<file path="config.mk">
export PLATFORM = sky130hd
export DESIGN_NAME = uart_rx_buffered
export DESIGN_NICKNAME = d
export VERILOG_FILES = /design/src/rtl/uart_rx_buffered.sv
export SDC_FILE = /design/constraint.sdc
export NUM_CORES = 1
export LEC_CHECK = 0
export BUFFER_PORTS_ARGS = -buffer_cell sky130_fd_sc_hd__clkbuf_2
export CAP_MARGIN = 20
export CORE_UTILIZATION = 30
export CTS_BUF_LIST = sky130_fd_sc_hd__clkbuf_4 sky130_fd_sc_hd__clkbuf_8 sky130_fd_sc_hd__clkbuf_16
export DETAILED_ROUTE_END_ITERATION = 16
export GPL_ROUTABILITY_DRIVEN = 0
export GPL_TIMING_DRIVEN = 0
export PLACE_DENSITY = 0.44
export SLEW_MARGIN = 5
export SYNTH_ARGS = -nofsm -noshare
export SYNTH_HDL_FRONTEND = slang
export SYNTH_SLANG_ARGS = --single-unit
</file>
<file path="constraint.sdc">
create_clock -name clk -period 2.7 [get_ports clk]
set_input_delay 0.405 -clock clk [delete_from_list [all_inputs] [get_ports clk]]
set_output_delay 0.405 -clock clk [all_outputs]
set_load 0.005 [all_outputs]
</file>
<file path="src/rtl/uart_rx_buffered.sv">
// uart_rx_buffered: oversampling UART receiver with a show-ahead receive FIFO.
// The bit-rate tick is derived internally from clk. Each received word is stored
// together with its framing and parity error flags.
//
// Ports:
//   clk          system clock, all logic on the rising edge
//   clear        asynchronous active-high reset
//   uart_port_DI serial RX line (idle high after optional inversion)
//   rd_en        pop strobe for the FIFO head
//   err_clr      clears the sticky overrun flag
//   uart_DO      FIFO head data (zero while the FIFO is empty)
//   uart_err     FIFO head flags: [0] framing error, [1] parity error
//   read_valid   FIFO not empty
//   fifo_count   number of occupied FIFO entries
//   overrun      sticky: a word was dropped because the FIFO was full
module uart_rx_buffered #(
    parameter int CLK_HZ     = 22118400,
    parameter int BAUD       = 115200,
    parameter int OVERSAMPLE = 16,
    parameter int DATA_BITS  = 8,
    parameter int PARITY     = 0,
    parameter int RX_INVERT  = 0,
    parameter int FIFO_DEPTH = 16
) (
    input  logic                          clk,
    input  logic                          clear,
    input  logic                          uart_port_DI,
    input  logic                          rd_en,
    input  logic                          err_clr,
    output logic [DATA_BITS-1:0]          uart_DO,
    output logic [1:0]                    uart_err,
    output logic                          read_valid,
    output logic [$clog2(FIFO_DEPTH):0]   fifo_count,
    output logic                          overrun
);

    localparam int DIV     = (CLK_HZ + (BAUD * OVERSAMPLE) / 2) / (BAUD * OVERSAMPLE);
    localparam int DIV_W   = (DIV > 1) ? $clog2(DIV) : 1;
    localparam int OS_W    = $clog2(OVERSAMPLE);
    localparam int BIT_W   = $clog2(DATA_BITS);
    localparam int AW      = $clog2(FIFO_DEPTH);
    localparam int CNT_W   = AW + 1;
    localparam int ENTRY_W = DATA_BITS + 2;
    localparam logic INV   = (RX_INVERT != 0);

    typedef enum logic [2:0] {
        S_IDLE, S_START, S_DATA, S_PARITY, S_STOP, S_BREAK
    } state_t;

    state_t state, state_next;

    logic             sync1, sync2, rx, rx_prev;
    logic [DIV_W-1:0] div_cnt;
    logic [OS_W-1:0]  tick_cnt;
    logic [BIT_W-1:0] bit_cnt;
    logic [DATA_BITS-1:0] shreg;
    logic             par_bit;
    logic             tick, start_edge, sample_pt, push;
    logic             perr, ferr;

    logic [ENTRY_W-1:0] mem [FIFO_DEPTH];
    logic [AW-1:0]      wr_ptr, rd_ptr;
    logic [ENTRY_W-1:0] head;
    logic               full, do_push, do_pop, ovr_set;

    // Line synchroniser; flops reset to the idle level.
    always_ff @(posedge clk or posedge clear) begin
        if (clear) begin
            sync1   <= 1'b1;
            sync2   <= 1'b1;
            rx_prev <= 1'b1;
        end else begin
            sync1   <= uart_port_DI;
            sync2   <= sync1;
            rx_prev <= rx;
        end
    end

    assign rx         = sync2 ^ INV;
    assign tick       = (div_cnt == DIV_W'(DIV - 1));
    assign start_edge = (state == S_IDLE) && rx_prev && !rx;

    always_ff @(posedge clk or posedge clear) begin
        if (clear) state <= S_IDLE;
        else       state <= state_next;
    end

    // The start bit is sampled after half a bit; every later bit a full bit
    // further on, so all samples land on bit centres.
    always_comb begin
        state_next = state;
        sample_pt  = 1'b0;
        if (tick) begin
            case (state)
                S_START:                 sample_pt = (tick_cnt == OS_W'(OVERSAMPLE / 2 - 1));
                S_DATA, S_PARITY, S_STOP: sample_pt = (tick_cnt == OS_W'(OVERSAMPLE - 1));
                default:                 sample_pt = 1'b0;
            endcase
        end
        case (state)
            S_IDLE:   if (start_edge) state_next = S_START;
            S_START:  if (sample_pt) state_next = rx ? S_IDLE : S_DATA;
            S_DATA:   if (sample_pt && bit_cnt == BIT_W'(DATA_BITS - 1))
                          state_next = (PARITY != 0) ? S_PARITY : S_STOP;
            S_PARITY: if (sample_pt) state_next = S_STOP;
            S_STOP:   if (sample_pt) state_next = rx ? S_IDLE : S_BREAK;
            S_BREAK:  if (rx) state_next = S_IDLE;
            default:  state_next = S_IDLE;
        endcase
    end

    assign push = (state == S_STOP) && sample_pt;
    assign ferr = ~rx;
    assign perr = (PARITY == 2) ? (^shreg ^ par_bit) :
                  (PARITY == 1) ? ~(^shreg ^ par_bit) : 1'b0;

    always_ff @(posedge clk or posedge clear) begin
        if (clear) begin
            div_cnt  <= '0;
            tick_cnt <= '0;
            bit_cnt  <= '0;
            shreg    <= '0;
            par_bit  <= 1'b0;
        end else begin
            if (start_edge) begin
                div_cnt  <= '0;
                tick_cnt <= '0;
                bit_cnt  <= '0;
            end else begin
                div_cnt <= tick ? '0 : div_cnt + DIV_W'(1);
                if (tick) tick_cnt <= sample_pt ? '0 : tick_cnt + OS_W'(1);
            end
            if (sample_pt && state == S_DATA) begin
                shreg   <= {rx, shreg[DATA_BITS-1:1]};
                bit_cnt <= bit_cnt + BIT_W'(1);
            end
            if (sample_pt && state == S_PARITY) par_bit <= rx;
        end
    end

    // FIFO
    assign read_valid = (fifo_count != '0);
    assign full       = (fifo_count == CNT_W'(FIFO_DEPTH));
    assign do_pop     = rd_en && read_valid;
    // A pop in the same cycle frees the slot, so a full FIFO still accepts.
    assign do_push    = push && (!full || do_pop);
    assign ovr_set    = push && full && !do_pop;

    always_ff @(posedge clk) begin
        if (do_push) mem[wr_ptr] <= {perr, ferr, shreg};
    end

    always_ff @(posedge clk or posedge clear) begin
        if (clear) begin
            wr_ptr     <= '0;
            rd_ptr     <= '0;
            fifo_count <= '0;
            overrun    <= 1'b0;
        end else begin
            if (do_push) wr_ptr <= wr_ptr + AW'(1);
            if (do_pop)  rd_ptr <= rd_ptr + AW'(1);
            case ({do_push, do_pop})
                2'b10:   fifo_count <= fifo_count + CNT_W'(1);
                2'b01:   fifo_count <= fifo_count - CNT_W'(1);
                default: fifo_count <= fifo_count;
            endcase
            if (ovr_set)      overrun <= 1'b1;
            else if (err_clr) overrun <= 1'b0;
        end
    end

    assign head     = mem[rd_ptr];
    assign uart_DO  = read_valid ? head[DATA_BITS-1:0] : '0;
    assign uart_err = read_valid ? head[ENTRY_W-1:DATA_BITS] : '0;

endmodule

</file>
# After elaboration in Yosys (flattened, before gate mapping)
# Memory sizes are Yosys's and may differ from the RTL's.
# Index checks and enable logic that the tools add are counted.
[totals]
regBits = 39
latchBits = 0
ram_bits = 144
mem_bits_ro = 0
inputBits = 5
out_inout_bits = 17
word_cells = 85
memories = 1
[op_classes]
addsub = 7
multipliers = 0
div = 0
magnitude_cmp = 0
n_eq_ne = 18
shifts = 0
muxes = 25
bitwise_logic = 1
n_reduce_logical = 21
[mem_list]
columns = ["name", "depth", "word_bits", "read_ports", "rd_clocked_by_memory_dff", "write_ports", "line", "source"]
rows = [
  ["mem", 16, 9, 1, 0, 1, "61", "logic [ENTRY_W-1:0] mem [FIFO_DEPTH];"],
]
[op_table]
columns = ["op", "count"]
rows = [
  ["$mux W3", 9],
  ["$mux W4", 5],
  ["$pmux W3 S6", 1],
  ["$add A4 B1 Y4 const B", 4],
  ["$ne A2 B2 Y1 const B", 6],
  ["$pmux W5 S2", 1],
  ["$eq A3 B3 Y1 const B", 3],
  ["$logic_and A1 B1 Y1", 9],
  ["$eq A4 B4 Y1 const B", 2],
  ["$mux W8", 1],
  ["$reduce_bool A2 Y1", 4],
  ["$eq A3 B2 Y1 const B", 2],
  ["$reduce_and A6 Y1", 1],
  ["$add A5 B1 Y5 const B", 1],
  ["$eq A5 B5 Y1 const B", 1],
  ["$mux W1", 5],
  ["$reduce_bool A5 Y1", 1],
  ["$sub A5 B1 Y5 const B", 1],
  ["$eq A4 B3 Y1 const B", 1],
  ["$mux W2", 2],
  ["$add A3 B1 Y3 const B", 1],
  ["$eq A3 B1 Y1 const B", 1],
  ["$logic_not A1 Y1", 3],
  ["$logic_not A3 Y1", 1],
  ["other kinds (6)", 6],
]

# Longest topological paths before layout
# Gate-level depths: netlist of the first run.
[logic_depth]
word_depth = 8
depth_mapped = 13
ltp_nobuf = 12

# Worst setup path after synthesis of the first run
# Ideal clock, no wire load.
[synth_timing]
path_kind = "register -> register"
start = "register fifo_count[1]"
end = "register fifo_count[4]"
setup_time_ns = 0.135
t_arrival_ns = 2.822
t_required_ns = 2.565
slack_ns = -0.257
stages_incl_launch_ff = 13
path_buffers = 2
synth_period_minus_slack_ns = 2.957
path_cell_list = "dfrtp_1 > buf_2 > or4_4 > or2_1 > and2_4 > ha_1 > clkbuf_1 > xor2_1 > ha_1 > or2_2 > a31oi_1 > o31ai_1 > xor2_1"
[synth_via]
elab_chain_len = 6
word_cells_on_any_way = 12
cone_classes = "add/sub: 2; eq/ne: 3; mux: 1; reduce/logical: 6"
[synth_rtl]
columns = ["element", "line", "source"]
rows = [
  ["start, declared", "33", "output logic [$clog2(FIFO_DEPTH):0] fifo_count,"],
  ["start signal, assigned", "163", "2'b10: fifo_count <= fifo_count + CNT_W'(1);"],
  ["start signal, assigned", "164", "2'b01: fifo_count <= fifo_count - CNT_W'(1);"],
  ["start signal, assigned", "165", "default: fifo_count <= fifo_count;"],
  ["$reduce_bool A5 Y1 *", "142", "assign read_valid = (fifo_count != '0);"],
  ["$logic_and A1 B1 Y1 *", "144", "assign do_pop = rd_en && read_valid;"],
  ["named net do_pop", "64", "logic full, do_push, do_pop, ovr_set;"],
  ["$logic_or A1 B1 Y1", "146", "assign do_push = push && (!full || do_pop);"],
  ["$logic_and A1 B1 Y1", "146", ""],
  ["$eq A2 B1 Y1 or $eq A2 B2 Y1 (tied branches)", "162", "case ({do_push, do_pop})"],
  ["$pmux W5 S2 or $reduce_bool A2 Y1 (tied branches)", "-", ""],
]
# Mark *: on every way through the listed nets, which the timed path passes. The rest lies on a longest branch.
# A chain may end at the register's enable or synchronous reset.

# Final worst setup path of the first run
# Ends and elaborated chain as after synthesis.

==> results of run 1 <==
-- how the worst min path moves through the flow --
stage	from	endpoint	slack, ns	cells after the start
after CTS	uart_port_DI	sync1	0.02	1
after detailed placement	sync1	rx	0.35	0
after global placement	sync1	rx	0.35	0
final	uart_port_DI	sync1	0.04	1
after global routing	uart_port_DI	sync1	0.02	1
after floorplan	sync1	rx	0.35	0
-- per-layer routing --
layer / track usage [%] / wire [um] / share of wire, % / up-vias
li1: - / - / - / 1790
met1: 17.6 / 7690 / 48 / 2046
met2: 21.9 / 7920 / 49 / 53
met3: 3.13 / 336 / 2.1 / 10
met4: 3.60 / 146 / 0.91 / 0
met5: 0 / 0 / 0 / -
-- metrics by stage --
stage / instance area [um^2] / cells / setup WS [ns] / util (%)
floorplan: 7640 / 428 / -0.152 / -
global placement: 8140 / 772 / -1.44 / 33.1
detailed placement: 8200 / 776 / -0.548 / 33.3
CTS: 8970 / 814 / -0.0108 / 36.5
global route: 9010 / 817 / -0.0948 / 36.6
finish: 9010 / 817 / 0.0103 / 36.6
-- worst max-delay path, cell delays in order, from the launching register on --
cell	delay, ns
sky130_fd_sc_hd__dfrtp_1	0.40
sky130_fd_sc_hd__or4_4	0.58
sky130_fd_sc_hd__or2_4	0.25
sky130_fd_sc_hd__and2_4	0.17
sky130_fd_sc_hd__ha_4	0.18
sky130_fd_sc_hd__xor2_1	0.16
sky130_fd_sc_hd__ha_2	0.18
sky130_fd_sc_hd__or2_4	0.22
sky130_fd_sc_hd__a31oi_1	0.16
sky130_fd_sc_hd__o31ai_1	0.11
sky130_fd_sc_hd__xor2_1	0.17
-- logic make-up after synthesis --
family / after synthesis / share of synthesized area [%]
buf+inv: 31 / 1.69
mux: 67 / 15.1
xor+xnor: 15 / 1.73
simple gates: 80 / 6.48
flops: 183 / 69.7
fa+ha+maj: 13 / 2.14
other cells: 1 / 0.0493
compound gates: 38 / 3.11
-- power by group through the flow --
| stage | Combinational (mW) | Clock (mW) | Sequential (mW) |
|---|---|---|---|
| 6_report | 0.183 | 2.59 | 3.11 |
| 5_1_grt | 0.210 | 2.77 | 3.12 |
| 4_1_cts | 0.189 | 2.64 | 3.11 |
| 3_5_place_dp | 0.179 | 0 | 3.18 |
| 3_3_place_gp | 0.169 | 0 | 3.17 |
| 2_1_floorplan | 0.142 | 0 | 3.16 |
-- layout make-up --
class | instances | area [um^2]
Timing Repair Buffer | 39 | 243
Clock inverter | 15 | 211
Clock buffer | 17 | 425
Sequential cell | 183 | 5310
Inverter | 10 | 40.0
Tap cell | 324 | 405
Buffer | 15 | 118
Fill cell | 2299 | 15600
Multi-Input combinational cell | 214 | 2260
-- layout by cell type, fill, tap and decap left out, drive strengths merged, types with 2 or more instances in the layout --
cell	n
clkbuf	45
nor2	12
clkinv	6
xor2	8
a21oi	14
dfstp	3
nand3b	4
dfrtp	36
nor4b	6
nor3b	2
and2	10
buf	26
mux4	36
and3b	2
o21ai	15
mux2	21
edfxtp	144
nand4	4
or2	4
o311ai	2
and3	3
mux2i	10
ha	13
xnor2	7
inv	19
and4	4
nand2	15
nand3	6
-- registers in the layout, indices dropped and copies added, names as in the netlist, 3 cells and up --
register and cells:
bit_cnt 3, rd_ptr 4, tick_cnt 4, shreg 8
div_cnt 4, fifo_count 5, wr_ptr 4, mem 144
state 3
-- timing repair --
action                                  CTS  global route
setup buffers                            11             4
resized for setup                        28            13
endpoints found under the setup margin  121            22
pin swaps                                 7             8
==> impl_table.tex, run 1 <==
\begin{tabular}{lr}
\hline
Metric & Value \\
\hline
\multicolumn{2}{l}{\textbf{Setup path}} \\
\quad Startpoint types & flip-flop \\
\quad CP endpoint & fifo\_count[4] \\
\quad R2R depth & 10 \\
\quad Timing startpoint of the critical path & fifo\_count[1] \\
\quad Capture instance of the worst register-to-register path & fifo\_count[4] \\
\quad Data required time at the worst endpoint & between 3 and 4 ns \\
\quad Crit path capture type & flip-flop \\
\quad Worst-case register-to-register setup slack & about 0.010 ns \\
\quad Worst flop-to-flop path startpoint & fifo\_count[1] \\
\quad Crit path kind & flip-flop to flip-flop \\
\quad Crit path max fanout & 6 \\
\quad Crit path DAT & 3.01 ns \\
\multicolumn{2}{l}{\textbf{Logic synthesis}} \\
\quad Synth Register Bits & 183 \\
\quad Flip-flop cell with the highest count after synthesis & sky130\_fd\_sc\_hd\_\_edfxtp\_1 \\
\quad Post-synth top area cell & sky130\_fd\_sc\_hd\_\_edfxtp\_1 \\
\quad Main area contributors after synthesis & sky130\_fd\_sc\_hd\_\_edfxtp\_1 57\%, sky130\_fd\_sc\_hd\_\_dfrtp\_1 12\%, sky130\_fd\_sc\_hd\_\_mux4\_2 11\% \\
\quad Sequential element share of the synthesized area & 69.7\% \\
\quad Synthesized Nets & approximately 450 \\
\quad Commonest cells post-synth & 144 x sky130\_fd\_sc\_hd\_\_edfxtp\_1, 36 x sky130\_fd\_sc\_hd\_\_dfrtp\_1, 36 x sky130\_fd\_sc\_hd\_\_mux4\_2, 15 x sky130\_fd\_sc\_hd\_\_nand2\_1, 14 x sky130\_fd\_sc\_hd\_\_a21oi\_1 \\
\quad Share of the synthesized area in the top cell type & a little under three fifths \\
\quad Number of enable-type register cells in the synthesized netlist & approximately 140 \\
\quad Number of synthesis warnings & 0 \\
\quad Post-Synthesis Cells & approximately 430 \\
\quad Async set-or-reset flop fraction in the synthesized netlist & a little over a fifth \\
\quad Mapped cell area & 0.00761 mm\^{}2 \\
\quad Most common cell in the synthesized netlist & sky130\_fd\_sc\_hd\_\_edfxtp\_1 \\
\quad Unique cell type count in the Yosys netlist & 52 \\
\quad Mean instance size in the synthesized netlist & about 18 um\^{}2 \\
\multicolumn{2}{l}{\textbf{Global route}} \\
\quad Number of antenna violations at the first check in global routing & 0 \\
\quad Vias in the first global route & 4080 \\
\quad All-layer global routing usage & 13.3\% \\
\quad Wire length of the first global-routing pass & $\sim$25000 um \\
\quad Total gr overflow & 0 \\
\quad Largest net degree at the start of global routing & 40 \\
\multicolumn{2}{l}{\textbf{Route}} \\
\quad Via count of the routed design & around 4000 \\
\quad Total length of routed wires & 16100 um \\
\quad Avg Vias per Cell & roughly 4.8 \\
\quad Drt pass-1 iters & 4 \\
\quad Average detailed-routed wire length per instance & about 20 um \\
\quad DRC & 0 \\
\quad Final ANT Viol Nets & 0 \\
\quad Number of violations reported at the end of detailed-routing iteration 0 & about 240 \\
\multicolumn{2}{l}{\textbf{Clock tree}} \\
\quad Root buffer cell & sky130\_fd\_sc\_hd\_\_clkbuf\_16 \\
\quad Clock Tree Buf Depth & 2 \\
\quad Total CTS buffers & 17 \\
\quad Clock tree from TritonCTS & done \\
\quad Count of hold buffers inserted by post-cts repair & 0 \\
\quad Htree depth & 4 \\
\quad Number of sinks driven by the clock tree & between 150 and 200 \\
\quad Clk pin slew, worst setup/hold paths & $\sim$0.080 ns \\
\quad Clock latency reported for the late side of the worst-skew pair & around 0.44 ns \\
\multicolumn{2}{l}{\textbf{Floorplanning}} \\
\quad Core region area & about 0.025 mm\^{}2 \\
\quad Floorplan die height & 161 um \\
\quad Starting utilization of the core area & between 30\% and 40\% \\
\quad DIE AREA & about 0.026 mm\^{}2 \\
\quad Die extent in x & between 150 and 200 um \\
\quad Row count & between 50 and 60 \\
\quad I/O pin cnt & 22 \\
\multicolumn{2}{l}{\textbf{Pwr}} \\
\quad Net switching power figure & roughly 1.4 mW \\
\quad Switching share of power & $\sim$25\% \\
\quad Internal power & $\sim$4.4 mW \\
\quad Proportion of power drawn by combinational gates & just over 3\% \\
\quad Sequential share of power & 52.9\% \\
\quad Pleak & around 3.5 nW \\
\quad Total power after layout & roughly 5.9 mW \\
\quad Share of total power in the clock network & a little over two fifths \\
\quad Cell area power density & roughly 650 mW/mm\^{}2 \\
\quad Peak VDD IR & roughly 0.42 mV \\
\multicolumn{2}{l}{\textbf{Timing}} \\
\quad Maximum clock skew at final layout & roughly 0.013 ns \\
\quad Final Cycle Share & 99.6\% \\
\quad Max-slew violation count & 0 \\
\quad Endpoints failing setup & 0 \\
\quad Count of final hold-check violations & 0 \\
\quad Setup TNS after final layout & 0 ns \\
\quad Highest attainable clock frequency & 372 MHz \\
\quad Setup repair after global routing missed its margin & yes \\
\quad Rel. slew slack & $\sim$42\% \\
\quad Hold slack final & about 0.041 ns \\
\quad Crit path time final & around 2.7 ns \\
\quad Slew @ Worst Pin & a little under 0.9 ns \\
\multicolumn{2}{l}{\textbf{Placement}} \\
\quad Port buffer count & 20 \\
\quad Dpl hpwl & 10500 um \\
\multicolumn{2}{l}{\textbf{Final layout}} \\
\quad Layout area overhead & 18.5\% \\
\quad Layout cells sized above 1 & 32.5\% \\
\quad Final nets & 498 \\
\quad Inserted Diodes & 0 \\
\multicolumn{2}{l}{\textbf{Hold path}} \\
\quad HP Class & primary input to flip-flop \\
\multicolumn{2}{l}{\textbf{Run status}} \\
\quad Outcome & complete, no violations \\
\multicolumn{2}{l}{\textbf{Job}} \\
\quad Max-capacitance violation count & 0 \\
\hline
\end{tabular}
No activity file was read; power rests on OpenSTA's default activity.
==> inputs of run 2 (changes only) <==
- CORE_UTILIZATION: 30 -> 35
- PLACE_DENSITY: 0.44 -> 0.5
- SKIP_CTS_REPAIR_TIMING: unset -> 1
==> run 2 against run 1 <==
  * The flow now finishes with violations (negative setup slack)
  * Sequential power barely moved
  * Fmax fell by 4.1%
  * Clock skew fell by 0.0031 ns
  * Utilization rose by 6.8 points
  * Die area fell by 14%
  * First-iteration DRC count fell by 29%
  * Flip-flop and latch count did not move
  * Design area rose by 2.0%
  * Hold slack improved by 0.021 ns
  * Non-clock buffer count rose by 15
  * Critical path depth rose by 1
  * Routed wire length fell by 1.7%
  * Critical endpoint unchanged
  * Largest cell class unchanged
  * Highest routed layer unchanged
==> impl_table.tex, run 2 (synthesized netlist as in run 1, its figures left out) <==
\begin{tabular}{lr}
\hline
Metric & Value \\
\hline
\multicolumn{2}{l}{\textbf{Run status}} \\
\quad Outcome & finished, violations left \\
\quad Violated checks & negative setup slack \\
\multicolumn{2}{l}{\textbf{Route}} \\
\quad Final ANT Viol Nets & 0 \\
\quad Number of violations reported at the end of detailed-routing iteration 0 & $\sim$170 \\
\quad Total length of routed wires & between 15000 and 20000 um \\
\quad Average detailed-routed wire length per instance & around 20 um \\
\quad Drt pass-1 iters & 4 \\
\quad DRC & 0 \\
\quad Avg Vias per Cell & 5.04 \\
\quad Via count of the routed design & 3948 \\
\multicolumn{2}{l}{\textbf{Global route}} \\
\quad Total gr overflow & 0 \\
\quad Largest net degree at the start of global routing & 36 \\
\quad Number of antenna violations at the first check in global routing & 0 \\
\quad Vias in the first global route & approximately 4000 \\
\quad All-layer global routing usage & $\sim$15\% \\
\quad Wire length of the first global-routing pass & roughly 24000 um \\
\multicolumn{2}{l}{\textbf{Timing}} \\
\quad Slew @ Worst Pin & between 0.7 and 0.8 ns \\
\quad Highest attainable clock frequency & approximately 360 MHz \\
\quad Maximum clock skew at final layout & between 0.009 and 0.01 ns \\
\quad Endpoints failing setup & 3 \\
\quad Hold slack final & between 0.06 and 0.07 ns \\
\quad Crit path time final & 2.80 ns \\
\quad Final Cycle Share & 104\% \\
\quad Worst Setup Slack, final & -0.105 ns \\
\quad Rel. slew slack & between 40\% and 50\% \\
\quad Setup TNS after final layout & -0.173 ns \\
\quad Count of final hold-check violations & 0 \\
\quad Max-slew violation count & 0 \\
\quad Setup repair after global routing missed its margin & yes \\
\multicolumn{2}{l}{\textbf{Clock tree}} \\
\quad Clock tree from TritonCTS & done \\
\quad Clk pin slew, worst setup/hold paths & about 0.070 ns \\
\quad Root buffer cell & sky130\_fd\_sc\_hd\_\_clkbuf\_16 \\
\quad Total CTS buffers & 17 \\
\quad Clock Tree Buf Depth & 2 \\
\quad Htree depth & 4 \\
\quad Number of sinks driven by the clock tree & about 180 \\
\quad Clock latency reported for the late side of the worst-skew pair & about 0.42 ns \\
\multicolumn{2}{l}{\textbf{Setup path}} \\
\quad Crit path DAT & slightly above 3 ns \\
\quad Crit path kind & flip-flop to flip-flop \\
\quad Data required time at the worst endpoint & 3.00 ns \\
\quad Startpoint types & flip-flop \\
\quad Highest cell delay on the worst timing path & just under 0.6 ns \\
\quad Crit path capture type & flip-flop \\
\quad Crit path max fanout & 7 \\
\quad Worst path cell trace & or4\_4 > or2\_4 > and2\_4 > ha\_4 > buf\_8 > xor2\_1 > ha\_2 > or2\_4 > a31oi\_2 > o31ai\_2 > xor2\_1 \\
\quad Slowest cell on the critical path & sky130\_fd\_sc\_hd\_\_or4\_4 \\
\multicolumn{2}{l}{\textbf{Pwr}} \\
\quad Total power after layout & 5.87 mW \\
\quad Pleak & $\sim$3.6 nW \\
\quad Peak VDD IR & approximately 0.40 mV \\
\quad Cell area power density & around 640 mW/mm\^{}2 \\
\multicolumn{2}{l}{\textbf{Floorplanning}} \\
\quad Starting utilization of the core area & $\sim$36\% \\
\quad I/O pin cnt & 22 \\
\quad DIE AREA & 0.0223 mm\^{}2 \\
\quad Row count & 53 \\
\quad Floorplan die height & approximately 150 um \\
\quad Core region area & about 0.021 mm\^{}2 \\
\quad Die extent in x & about 150 um \\
\multicolumn{2}{l}{\textbf{Final layout}} \\
\quad Leading cell types in the layout, fill and taps excluded & 144 x sky130\_fd\_sc\_hd\_\_edfxtp\_1, 36 x sky130\_fd\_sc\_hd\_\_mux4\_2, 32 x sky130\_fd\_sc\_hd\_\_dfrtp\_1 \\
\quad Number of flip-flops in the largest register & around 140 \\
\quad Number of standard cells in the final layout excluding fillers & approximately 780 \\
\quad Register bank with the most flops & mem \\
\quad Final nets & about 510 \\
\quad Layout cells sized above 1 & around two fifths \\
\quad Final standard cell utilization of the core & roughly 43\% \\
\quad Fillcell total & roughly 1900 \\
\quad Post-route design area & between 0.009 and 0.01 mm\^{}2 \\
\quad Biggest regs & mem x144, shreg x8, fifo\_count x5 \\
\quad Reg area & between 0.005 and 0.006 mm\^{}2 \\
\quad Most common cell after layout, fill and taps aside & sky130\_fd\_sc\_hd\_\_edfxtp\_1 \\
\quad Inserted Diodes & 0 \\
\quad Layout area overhead & 20.9\% \\
\quad Multi-input gate area & about 0.0023 mm\^{}2 \\
\multicolumn{2}{l}{\textbf{Placement}} \\
\quad Port buffer count & 20 \\
\quad Setup slack after placement & -0.498 ns \\
\quad Instance area at placement & around 0.008 mm\^{}2 \\
\quad DP Cell Count & roughly 730 \\
\quad Dpl hpwl & 10200 um \\
\multicolumn{2}{l}{\textbf{Job}} \\
\quad Max-capacitance violation count & 0 \\
\multicolumn{2}{l}{\textbf{Hold path}} \\
\quad HP Class & primary input to flip-flop \\
\hline
\end{tabular}
==> run 2: path summary, 6_finish.rpt <==
| check | start | to | slack (ns) | cells after the start |
|---|---|---|---|---|
| worst max-delay path | fifo_count[0] | fifo_count[4] | -0.10 | 11 |
| worst max register to register | fifo_count[0] | fifo_count[4] | -0.10 | 11 |
| worst min-delay path | uart_port_DI | sync1 | 0.06 | 1 |
| worst min register to register | sync1 | rx | 0.36 | 0 |
| min in group asynchronous | clear | fifo_count[0] | 0.40 | 3 |
| max in group asynchronous | clear | rx_prev | 1.82 | 4 |
==> run 2: where the power goes <==
group,internal [mW],switching [mW]
Sequential,3.07,0.0484
Clock,1.35,1.20
Combinational,0.105,0.110
==> run 2: routing by layer <==
metal,GRT usage (%),share of wire (%),vias up
met2,24.1,50,59
met1,21.0,47,2064
met4,3.98,0.48,0
met5,0,0,-
li1,-,-,1821
met3,3.29,3.0,4
==> run 2: area by class of cell <==
cell class	instances	share of cell area [%]
inverters	10	0.435
clock buffers	17	4.63
clock inverters	15	2.19
repair buffers	52	4.24
plain buffers	17	1.59
multi-input cells	214	25.4
flip-flops and latches	183	57.7
well taps	275	3.74
==> run 2: critical path: cells and delay by family (launching register included) <==
family,cells,cell delay [ns]
compound gates,2,0.22
simple gates,4,1.25
flops,1,0.43
buf+inv,1,0.12
fa+ha+maj,2,0.36
xor+xnor,2,0.30
